--- config.mk ---
export PLATFORM = sky130hd
export DESIGN_NAME = ir_queue
export DESIGN_NICKNAME = d
export VERILOG_FILES = /design/src/rtl/ir_queue.sv
export SDC_FILE = /design/constraint.sdc
export NUM_CORES = 1
export LEC_CHECK = 0
export ABC_AREA = 1
export BUFFER_PORTS_ARGS = -buffer_cell sky130_fd_sc_hd__buf_2
export CORE_ASPECT_RATIO = 0.75
export CORE_MARGIN = 5
export CORE_UTILIZATION = 53
export DETAILED_ROUTE_END_ITERATION = 10
export GPL_TIMING_DRIVEN = 0
export PLACE_DENSITY_LB_ADDON = 0.25
export SYNTH_ARGS = -nofsm -noshare
export SYNTH_HDL_FRONTEND = slang
export SYNTH_SLANG_ARGS = --single-unit
--- constraint.sdc ---
create_clock -name clk -period 7.1 [get_ports clk]
set_clock_uncertainty 0.1 [all_clocks]
set_input_delay 1.42 -clock clk [delete_from_list [all_inputs] [get_ports clk]]
set_output_delay 1.42 -clock clk [all_outputs]
set_load 0.02 [all_outputs]
--- src/rtl/ir_queue.sv ---
// Instruction queue between fetch and decode: circular FIFO of {instr, pc}
// with valid/ready on both sides and RV32I field/immediate decode of the head.
module ir_queue #(
  parameter int unsigned DEPTH = 4
) (
  input  logic                       clk,
  input  logic                       rst,
  input  logic                       flush,
  input  logic                       in_valid,
  output logic                       in_ready,
  input  logic [31:0]                in_instr,
  input  logic [31:0]                in_pc,
  output logic                       out_valid,
  input  logic                       out_ready,
  output logic [31:0]                out_instr,
  output logic [31:0]                out_pc,
  output logic [$clog2(DEPTH+1)-1:0] count,
  output logic [2:0]                 funct3,
  output logic [6:0]                 funct7,
  output logic [6:0]                 opcode,
  output logic [4:0]                 rs1,
  output logic [4:0]                 rs2,
  output logic [4:0]                 rd,
  output logic [31:0]                i_imm,
  output logic [31:0]                s_imm,
  output logic [31:0]                b_imm,
  output logic [31:0]                u_imm,
  output logic [31:0]                j_imm
);

  localparam int unsigned PTR_W = $clog2(DEPTH);
  localparam int unsigned CNT_W = $clog2(DEPTH + 1);
  localparam logic [31:0] NOP   = 32'h0000_0013;

  logic [31:0]      instr_mem [DEPTH];
  logic [31:0]      pc_mem    [DEPTH];
  logic [PTR_W-1:0] head;
  logic [PTR_W-1:0] tail;
  logic             push;
  logic             pop;
  logic             clear;

  // Handshake depends only on the count register; no pass-through when full.
  assign in_ready  = (count != CNT_W'(DEPTH));
  assign out_valid = (count != CNT_W'(0));
  assign push      = in_valid && in_ready;
  assign pop       = out_valid && out_ready;
  assign clear     = rst || flush;

  // Entry storage; contents are not cleared by reset or flush.
  always_ff @(posedge clk) begin
    if (push && !clear) begin
      instr_mem[tail] <= in_instr;
      pc_mem[tail]    <= in_pc;
    end
  end

  always_ff @(posedge clk) begin
    if (clear) begin
      head  <= '0;
      tail  <= '0;
      count <= '0;
    end else begin
      if (push) tail <= tail + PTR_W'(1);
      if (pop)  head <= head + PTR_W'(1);
      case ({push, pop})
        2'b10:   count <= count + CNT_W'(1);
        2'b01:   count <= count - CNT_W'(1);
        default: count <= count;
      endcase
    end
  end

  // Empty queue presents a NOP so downstream decode sees benign fields.
  assign out_instr = out_valid ? instr_mem[head] : NOP;
  assign out_pc    = out_valid ? pc_mem[head]    : 32'h0;

  assign opcode = out_instr[6:0];
  assign rd     = out_instr[11:7];
  assign funct3 = out_instr[14:12];
  assign rs1    = out_instr[19:15];
  assign rs2    = out_instr[24:20];
  assign funct7 = out_instr[31:25];

  assign i_imm = {{21{out_instr[31]}}, out_instr[30:20]};
  assign s_imm = {{21{out_instr[31]}}, out_instr[30:25], out_instr[11:7]};
  assign b_imm = {{20{out_instr[31]}}, out_instr[7], out_instr[30:25],
                  out_instr[11:8], 1'b0};
  assign u_imm = {out_instr[31:12], 12'h000};
  assign j_imm = {{12{out_instr[31]}}, out_instr[19:12], out_instr[20],
                  out_instr[30:21], 1'b0};

endmodule

# After elaboration in Yosys (flattened, before gate mapping)
# Memories as Yosys holds them, arrays and structs flattened. A register that Yosys moved wholly into a read port is not among the register bits.
# Cells that the tools add are included.
[op_classes]
addsub = 4
eq_ne = 3
muxes = 9
reduce_logical = 7
[ops]
columns = ["cell", "n"]
rows = [
  ["$mux W32", 2],
  ["$mux W2", 4],
  ["$pmux W3 S2", 1],
  ["$add A2 B1 Y2 const B", 2],
  ["$add A3 B1 Y3 const B", 1],
  ["$logic_and A1 B1 Y1", 3],
  ["$ne A3 B3 Y1 const B", 1],
  ["$reduce_bool A3 Y1", 1],
  ["$sub A3 B1 Y3 const B", 1],
  ["$eq A2 B1 Y1 const B", 1],
  ["$eq A2 B2 Y1 const B", 1],
  ["$mux W1", 2],
  ["$reduce_bool A2 Y1", 1],
  ["$logic_not A1 Y1", 1],
  ["$logic_or A1 B1 Y1", 1],
]
[word_totals]
register_bits = 7
ramBits = 256
input_bits = 69
out_inout_bits = 261
word_cells = 28
mem_count = 2
[mem_list]
columns = ["memory", "depth", "width", "rd", "rd_clocked_by_memory_dff", "write_ports", "line", "source"]
rows = [
  ["instr_mem", 4, 32, 1, 1, 1, "35", "logic [31:0] instr_mem [DEPTH];"],
  ["pc_mem", 4, 32, 1, 1, 1, "36", "logic [31:0] pc_mem [DEPTH];"],
]

# Longest topological paths before layout
# Gate-level depths: netlist (run 1).
[logic_depth]
word_depth = 5
ltp_mapped = 13
depth_no_buf = 13

# Worst setup path after synthesis (run 1)
# No wires, ideal clock.
[synth_timing]
kind = "register -> output"
start = "register count[2]"
end = "output port b_imm[13]"
arrival_ps = 4645
required_ps = 5580
path_slack_ps = 935
path_stages_with_launch = 7
path_cell_list = "dfxtp_1 -> inv_1 -> nand2_1 -> inv_2 -> buf_2 -> a21oi_1 -> buf_4"
[synth_between]
elab_chain_len = 2
[synth_rtl]
columns = ["element", "line", "source"]
rows = [
  ["start: declaration", "17", "output logic [$clog2(DEPTH+1)-1:0] count,"],
  ["start signal: assignment", "67", "2'b10: count <= count + CNT_W'(1);"],
  ["start signal: assignment", "68", "2'b01: count <= count - CNT_W'(1);"],
  ["start signal: assignment", "69", "default: count <= count;"],
  ["$reduce_bool A3 Y1", "45", "assign out_valid = (count != CNT_W'(0));"],
  ["net out_valid", "13", "output logic out_valid,"],
  ["$mux W32", "75", "assign out_instr = out_valid ? instr_mem[head] : NOP;"],
  ["end: declaration", "26", "output logic [31:0] b_imm,"],
]
# The timed path passes the listed nets, and every way through them passes these cells.

==> metrics.cfg, run 1 <==
[clock_network]
clkTransAtPathRegs_ps = 60
post_cts_buffers = 0
cts_resized = 0
h-tree-depth = 1
clock_latency_ps = 520
cts_inserted_buffers = 27
cts.sinks = 265
hold_buffers = 0
cts_tree = done
cts_buffer_depth = 3
root_buffer = clkbuf_16

[routing]
met2_wirelength_mm = 14.3
route.met3.wl_mm = 2.54
wl_per_cell_um = 17.0
drc_errors = 0
wl_mm = 28.9
num_vias = 8295
routed_via_density = 4.88
drtPass1Iterations = 5
drt_iter0_markers = 598
ant_nets = 0
top_layer = met5
drt-met1-wl_mm = 11.4

[timing]
rsz0062_at_grt = no
worst_pin_slew_ps = 823
fin_tns_setup_ps = 0
fin_crit_sh_pct = 62.1
min_period_ps = 4410
hold_ws_ps = 420
finalSetupViolCount = 0
fmax_mhz = 227
drv_slew = 0
relSlewSlack_pct = 45.0
final_hold_viol_count = 0

[setup_path]
required_ps = 5580
critPathTopFamily = buffers and inverters
crit_type = flip-flop to output pin
crit_fanout = 47
worstRegToRegCells = 6
start_kind = flip-flop
cpPeakStageDelay_ps = 670
cp_slowest_cell = a21oi_4
cp_num_cells = 8
worstPathBufferInverterCount = 5
cp_cell_sequence = inv_2, buf_1, nor2_1, o21ai_0, a21oi_4, buf_12, buf_4, buf_2
critPathArrivalTime_ps = 2890
end_kind = output pin

[placement]
io_buffers = 315
place.gp.congestion = 0.769
hpwl_mm = 19.8
placedCellCount = 1651

[floorplan]
core_region_area_sq_um = 22100
start_util_pct = 53.9
die_y_um = 140
dieWidth_um = 183
die_area_sq_um = 25600
rows = 47
ioPinCount = 330

[hold_path]
hold_class = flip-flop to flip-flop
hold_path_depth = 2

[power_and_ir_drop]
pwr-share-clk_pct = 36.4
cellLeakagePower_nw = 6.59
p_comb_share_pct = 15.7
seqPwrFrac_pct = 47.9
p_sw_uw = 913
p_per_area_nw_per_um2 = 243
vdd_drop_max_mv = 0.182
p_int_mw = 2.72
p_sw_share_pct = 25.1

[final_layout]
syn2layout_area_growth_pct = 25.6
instances_no_fill = 1699
drive_gt1_share_pct = 42.0
multi_input_area_sq_um = 2270
nNetsFinal = 1461
ff_latch_area_sq_um = 7870
nFillCells = 1695
fin_util_pct = 67.7

[synth]
netlist.area_leader.share_pct = 64.7
syn_area_sq_um = 11900
synth_top_cells_by_area = edfxtp_1 (65%), buf_4 (12%), nor2_1 (8.2%)
synth_edf_count = 256
synth.most_common_cell = nor2_1
yosys-top-cells-count = nor2_1 (259), edfxtp_1 (256), buf_4 (194)
yosysUniqueCellTypes = 20
synth_top_area_cell = edfxtp_1
synth_ff_type = edfxtp_1
synth_seq_cells = 265
syn_avg_cell_area_sq_um = 11.7
yosysSeqAreaShare_pct = 66.2
yosys_warnings = 0
synthCells = 1020
async_reset_ff_share_pct = 0

[global_routing]
antenna_found_initial = 5
grt-ovfl-total = 0
grt_max_degree = 48
grt_pass1_wl_mm = 44.4
track_usage_pct = 21.8
grt_pass1_vias = 8138

[flow_run]
cap_viol_max_count = 0

[outcome]
status = completed

## cell type report
| cell class | count | share of cell area [%] |
|---|---|---|
| flip-flops and latches | 265 | 52.7 |
| multi-input cells | 509 | 15.2 |
| repair buffers | 324 | 11.8 |
| plain buffers | 239 | 11.8 |
| clock buffers | 37 | 4.91 |
| well taps | 294 | 2.46 |
| clock inverters | 10 | 0.595 |
| inverters | 20 | 0.503 |
| diodes | 1 | 0.0168 |
## registers in the layout, indices dropped and copies added (netlist names), named ones only
name	flops
instr_mem	128
pc_mem	128
count	3
head	2
tail	2
## kinds of logic (layout without fill, tap and decap cells)
logic type,Yosys count,after routing,share of synthesized area (%)
and+or+nand+nor,291,291,9.26
DFF,265,265,66.2
buffers and inverters,259,630,15.5
AOI/OAI and AO/OA,198,198,8.36
adders and majority gates,6,6,0.695
other,1,15,0.0316
## power by group through the flow
stage	clock, mW	sequential [mW]	combinational (mW)
floorplan	0	1.77	0.384
global placement	0	1.77	0.572
detailed placement	0	1.77	0.575
CTS	1.34	1.74	0.576
global route	1.41	1.74	0.613
finish	1.32	1.74	0.571
## stage by stage
step / worst slack (ps) / area (sq um) / power [mW]
CTS: 2660 / 14900 / 3.65
floorplan: 935 / 11900 / 2.16
detailed placement: 3140 / 14100 / 2.35
global route: 2430 / 14900 / 3.77
global placement: -383 / 13900 / 2.35
finish: 2690 / 14900 / 3.63
## per-layer routing
layer / vias up / track usage, %
met4: 10 / 5.45
met1: 3852 / 28.0
met5: - / 0
met2: 346 / 37.4
li1: 4028 / -
met3: 59 / 5.35
## worst reg2reg max path: stages, from the launching register on
cell and delay, ps:
dfxtp_1 360, nor2_1 90, a21boi_0 360, nand2_1 340
nor2_4 720, buf_12 290, buf_16 210
## worst paths after layout
| check | from | end | slack [ps] |
|---|---|---|---|
| worst max-delay path | flip-flop | i_imm[15] | 2690 |
| worst min-delay path | head[1] | flip-flop | 420 |
| worst max register to register | count[1] | pc_mem[0][8] | 4350 |
| worst min register to register | head[1] | flip-flop | 420 |
## layout by cell type, fill, tap and decap left out, drive strengths merged
cell	instances
buf	552
nor2	259
edfxtp	256
o21ai	127
a21oi	70
clkbuf	48
nand2	27
inv	21
conb	14
dfxtp	9
clkinv	8
ha	5
nand3	4
diode	1
a21boi	1
nand3b	1
fa	1
bufinv	1
Note: power is estimated with default switching activity, not from simulation.
==> run 2: changes to the inputs <==
--- a/config.mk
+++ b/config.mk
@@ -9,7 +9,7 @@
 export BUFFER_PORTS_ARGS = -buffer_cell sky130_fd_sc_hd__buf_2
 export CORE_ASPECT_RATIO = 0.75
 export CORE_MARGIN = 5
-export CORE_UTILIZATION = 53
+export CORE_UTILIZATION = 48
 export DETAILED_ROUTE_END_ITERATION = 10
 export GPL_TIMING_DRIVEN = 0
 export PLACE_DENSITY_LB_ADDON = 0.25
==> constraint.sdc (replaced) <==
create_clock -name clk -period 3.8 [get_ports clk]
set_clock_uncertainty 0.1 [all_clocks]
set_input_delay 0.76 -clock clk [delete_from_list [all_inputs] [get_ports clk]]
set_output_delay 0.76 -clock clk [all_outputs]
set_load 0.02 [all_outputs]
==> metrics.cfg, run 2 (synthesized netlist as in run 1, its figures left out) <==
[routing]
ant_nets = 0
drt_iter0_markers = 574
wl_mm = 29.3
num_vias = 8271
wl_per_cell_um = 16.9
drtPass1Iterations = 5
drc_errors = 0
routed_via_density = 4.75

[clock_network]
cts_resized = 0
hold_buffers = 0
post_cts_buffers = 0
clock_latency_ps = 520
clkTransAtPathRegs_ps = 60
cts_inserted_buffers = 26
h-tree-depth = 1
cts.sinks = 265
cts_buffer_depth = 3
cts_tree = done
root_buffer = clkbuf_16

[timing]
finalSetupViolCount = 0
fmax_mhz = 283
final_hold_viol_count = 0
relSlewSlack_pct = 42.3
min_period_ps = 3530
rsz0062_at_grt = no
worst_pin_slew_ps = 863
drv_slew = 0
worst_slack_ps = 271
fin_tns_setup_ps = 0
fin_crit_sh_pct = 92.9

[setup_path]
crit_fanout = 46
end_kind = output pin
crit_type = flip-flop to output pin
required_ps = 2940
cp_cell_sequence = inv_2, buf_1, nor2_1, o21ai_0, a21oi_4, buf_12, buf_4, buf_2
start_kind = flip-flop
worstPathBufferInverterCount = 5
timing.rr.start = count[1]
critPathArrivalTime_ps = 2670
worstRegToRegCells = 5
rrSetupSlack_ps = 1130
cp_slowest_cell = a21oi_4
r2r-end = pc_mem[0][13]
critPathTopFamily = buffers and inverters
cpPeakStageDelay_ps = 450

[floorplan]
ioPinCount = 330
core_region_area_sq_um = 24200
die_area_sq_um = 28000
die_y_um = 146
start_util_pct = 49.2
dieWidth_um = 192
rows = 49

[power_and_ir_drop]
vdd_drop_max_mv = 0.373
p_int_mw = 5.03
cellLeakagePower_nw = 6.58
p_sw_mw = 1.67
p_sw_share_pct = 24.9
p_comb_share_pct = 15.9
seqPwrFrac_pct = 48.5
total_power_mw = 6.70
p_per_area_nw_per_um2 = 448
pwr-share-clk_pct = 35.6

[final_layout]
drive_gt1_share_pct = 42.0
syn2layout_area_growth_pct = 26.0
layout.cells.most_common = buf_2
nFillCells = 1981
fin_util_pct = 62.0
final_cell_mix = buf_2 (328), edfxtp_1 (256), nor2_1 (255)
nNetsFinal = 1461
final_area_sq_um = 15000
top_regs = instr_mem: 128 flops, pc_mem: 128 flops, count: 3 flops

[hold_path]
hold_class = input port to flip-flop
whs_endpoint = pc_mem[2][9]
hold_path_startpoint = in_pc[9]
hold_path_depth = 1

[global_routing]
grt_pass1_wl_mm = 43.6
track_usage_pct = 19.6
grt_pass1_vias = 7702
grt-ovfl-total = 0
grt_max_degree = 47
antenna_found_initial = 7

[placement]
io_buffers = 315
dp_slack_ps = 590
placed_area_sq_um = 14200
hpwl_mm = 20.1
place.gp.congestion = 0.728

[outcome]
status = completed

[flow_run]
cap_viol_max_count = 0

==> run 2: changes by cell type in the layout (fill, tap and decap cells not counted), sizes merged <==
cell	previous run	this run
a21oi	70	71
clkinv	8	9
clkinvlp	0	1
diode	1	3
inv	21	20
==> run 2: worst max path at each step <==
stage                         start               to  slack [ps]  depth (start not counted)
after CTS                  count[1]        i_imm[19]          20                          8
after detailed placement   count[1]        i_imm[19]         590                          8
after floorplan            in_valid  instr_mem[0][0]        -720                          3
after global routing      flip-flop        j_imm[20]          50                          8
after global placement     in_valid     pc_mem[1][5]       -3120                          4
final                     flip-flop        i_imm[19]         270                          8
==> run 2: cell type report <==
cell class / instances / area [sq um] / share of cell area, %
Antenna cell: 3 / 7.51 / 0.0501
Buffer: 239 / 1760 / 11.8
Clock buffer: 37 / 713 / 4.76
Clock inverter: 11 / 82.6 / 0.552
Inverter: 20 / 75.1 / 0.501
Multi-Input combinational cell: 510 / 2280 / 15.2
Sequential cell: 265 / 7870 / 52.5
Tap cell: 331 / 414 / 2.77
Timing Repair Buffer: 324 / 1770 / 11.8
==> run 2: stage by stage <==
stage | hold slack [ps] | std cells
after CTS | 323 | 1736
after detailed placement | 401 | 1688
final | 351 | 1740
after global routing | 332 | 1738
after global placement | 389 | 1679
after floorplan | 360 | 1033
==> run 2: power groups by stage <==
stage	Combinational, mW	Sequential (mW)	Clock, mW
finish	1.07	3.25	2.39
global route	1.15	3.25	2.57
CTS	1.08	3.25	2.44
detailed placement	1.08	3.31	0
global placement	1.05	3.32	0
floorplan	0.705	3.32	0
==> run 2: routing by layer <==
metal	track usage [%]	share of wire [%]	vias to the layer above
met1	26.2	41	3855
met2	33.6	48	322
met5	0	0.17	-
met3	3.82	7.9	52
li1	-	-	4032
met4	4.41	2.1	10
==> run 3: changes to the inputs <==
--- a/config.mk
+++ b/config.mk
@@ -7,7 +7,7 @@
 export LEC_CHECK = 0
 export ABC_AREA = 1
 export BUFFER_PORTS_ARGS = -buffer_cell sky130_fd_sc_hd__buf_2
-export CORE_ASPECT_RATIO = 0.75
+export CORE_ASPECT_RATIO = 2
 export CORE_MARGIN = 5
 export CORE_UTILIZATION = 48
 export DETAILED_ROUTE_END_ITERATION = 10
==> metrics.cfg, run 3 (synthesized netlist as in run 1, its figures left out) <==
[setup_path]
crit_fanout = 15
cp_slowest_cell = o21ai_0
start_kind = flip-flop
critPathArrivalTime_ps = 2710
cp_cell_sequence = inv_2, buf_6, buf_6, o21ai_0, a21oi_4, buf_4, buf_4, buf_2
end_kind = output pin
crit_type = flip-flop to output pin
worstRegToRegCells = 6
cpPeakStageDelay_ps = 750
required_ps = 2940

[placement]
placed_area_sq_um = 14200
io_buffers = 315
place.gp.congestion = 0.754
hpwl_mm = 20.8
placedCellCount = 1690
dp_slack_ps = 500

[floorplan]
die_y_um = 233
die_area_sq_um = 28200
rows = 81
ioPinCount = 330
start_util_pct = 48.7
dieWidth_um = 121
core_region_area_sq_um = 24400

[timing]
worst_slack_ps = 232
final_hold_viol_count = 0
fmax_mhz = 280
relSlewSlack_pct = 36.4
worst_pin_slew_ps = 944
rsz0062_at_grt = no
fin_tns_setup_ps = 0
fin_crit_sh_pct = 93.9
hold_ws_ps = 362
min_period_ps = 3570
drv_slew = 0
finalSetupViolCount = 0

[final_layout]
nFillCells = 1987
ff_latch_area_sq_um = 7870
final_cell_mix = buf_2 (328), edfxtp_1 (256), nor2_1 (255)
syn2layout_area_growth_pct = 25.5
drive_gt1_share_pct = 42.1
multi_input_area_sq_um = 2290
nNetsFinal = 1459
fin_util_pct = 61.1
instances_no_fill = 1734
top_regs = instr_mem: 128 flops, pc_mem: 128 flops, count: 3 flops
layout.cells.most_common = buf_2
final_area_sq_um = 14900

[routing]
drtPass1Iterations = 6
drc_errors = 0
routed_via_density = 4.71
wl_per_cell_um = 16.8
num_vias = 8169
ant_nets = 0
wl_mm = 29.1
drt_iter0_markers = 316

[power_and_ir_drop]
total_power_mw = 6.50
vdd_drop_max_mv = 0.461
p_per_area_nw_per_um2 = 436
cellLeakagePower_nw = 6.54

[clock_network]
cts_inserted_buffers = 22
clock_latency_ps = 500
h-tree-depth = 1
cts.sinks = 265
cts_buffer_depth = 3
cts_tree = done
root_buffer = clkbuf_16
clkTransAtPathRegs_ps = 60

[global_routing]
grt_pass1_wl_mm = 43.2
track_usage_pct = 20.0
grt_max_degree = 47
grt_pass1_vias = 7897
grt-ovfl-total = 0
antenna_found_initial = 5

[hold_path]
hold_class = input port to flip-flop
hold_path_depth = 1

[outcome]
status = completed

[flow_run]
cap_viol_max_count = 0

-- run 3: worst paths after layout --
kind	end	slack, ps	from
worst max-delay path	b_imm[18]	230	flip-flop
worst max register to register	pc_mem[1][2]	1010	count[1]
worst min register to register	head[1]	390	head[1]
worst min-delay path	pc_mem[1][27]	360	in_pc[27]
-- run 3: what timing repair did --
| action | CTS | global route |
|---|---|---|
| setup endpoints to repair | 45 | 61 |
| hold buffers | 0 | 0 |
| pin swaps | 0 | 1 |
| cloned | 1 | 0 |
| gates resized for setup | 1 | 1 |
| setup buffers | 0 | 1 |
-- run 3: layout make-up --
type	count	share of cell area, %
Timing Repair Buffer	326	12.1
Sequential cell	265	52.7
Buffer	239	11.8
Clock buffer	29	4.01
Tap cell	332	2.78
Multi-Input combinational cell	510	15.3
Antenna cell	4	0.0671
Clock inverter	9	0.671
Inverter	20	0.503
-- run 3: where the power goes --
part	total [mW]	internal (mW)	leakage, nW	switching, mW
Sequential	3.25	3.24	2.39	0.00980
Clock	2.19	1.25	0.330	0.946
Combinational	1.06	0.420	3.83	0.643
Total	6.50	4.90	6.54	1.60
-- run 3: worst max-delay path, delay by kind of cell, from the launching register on --
family | cells | cell delay [ps]
AO/OA/AOI/OAI | 2 | 910
buffers and inverters | 6 | 900
flip-flops | 1 | 390
-- run 3: routing by layer --
layer	track usage, %	share of wire (%)	vias to the layer above
li1	-	-	4019
met1	19.7	34	3803
met2	40.3	57	298
met3	3.48	7.1	45
met4	7.05	2.6	4
met5	0	0.069	-
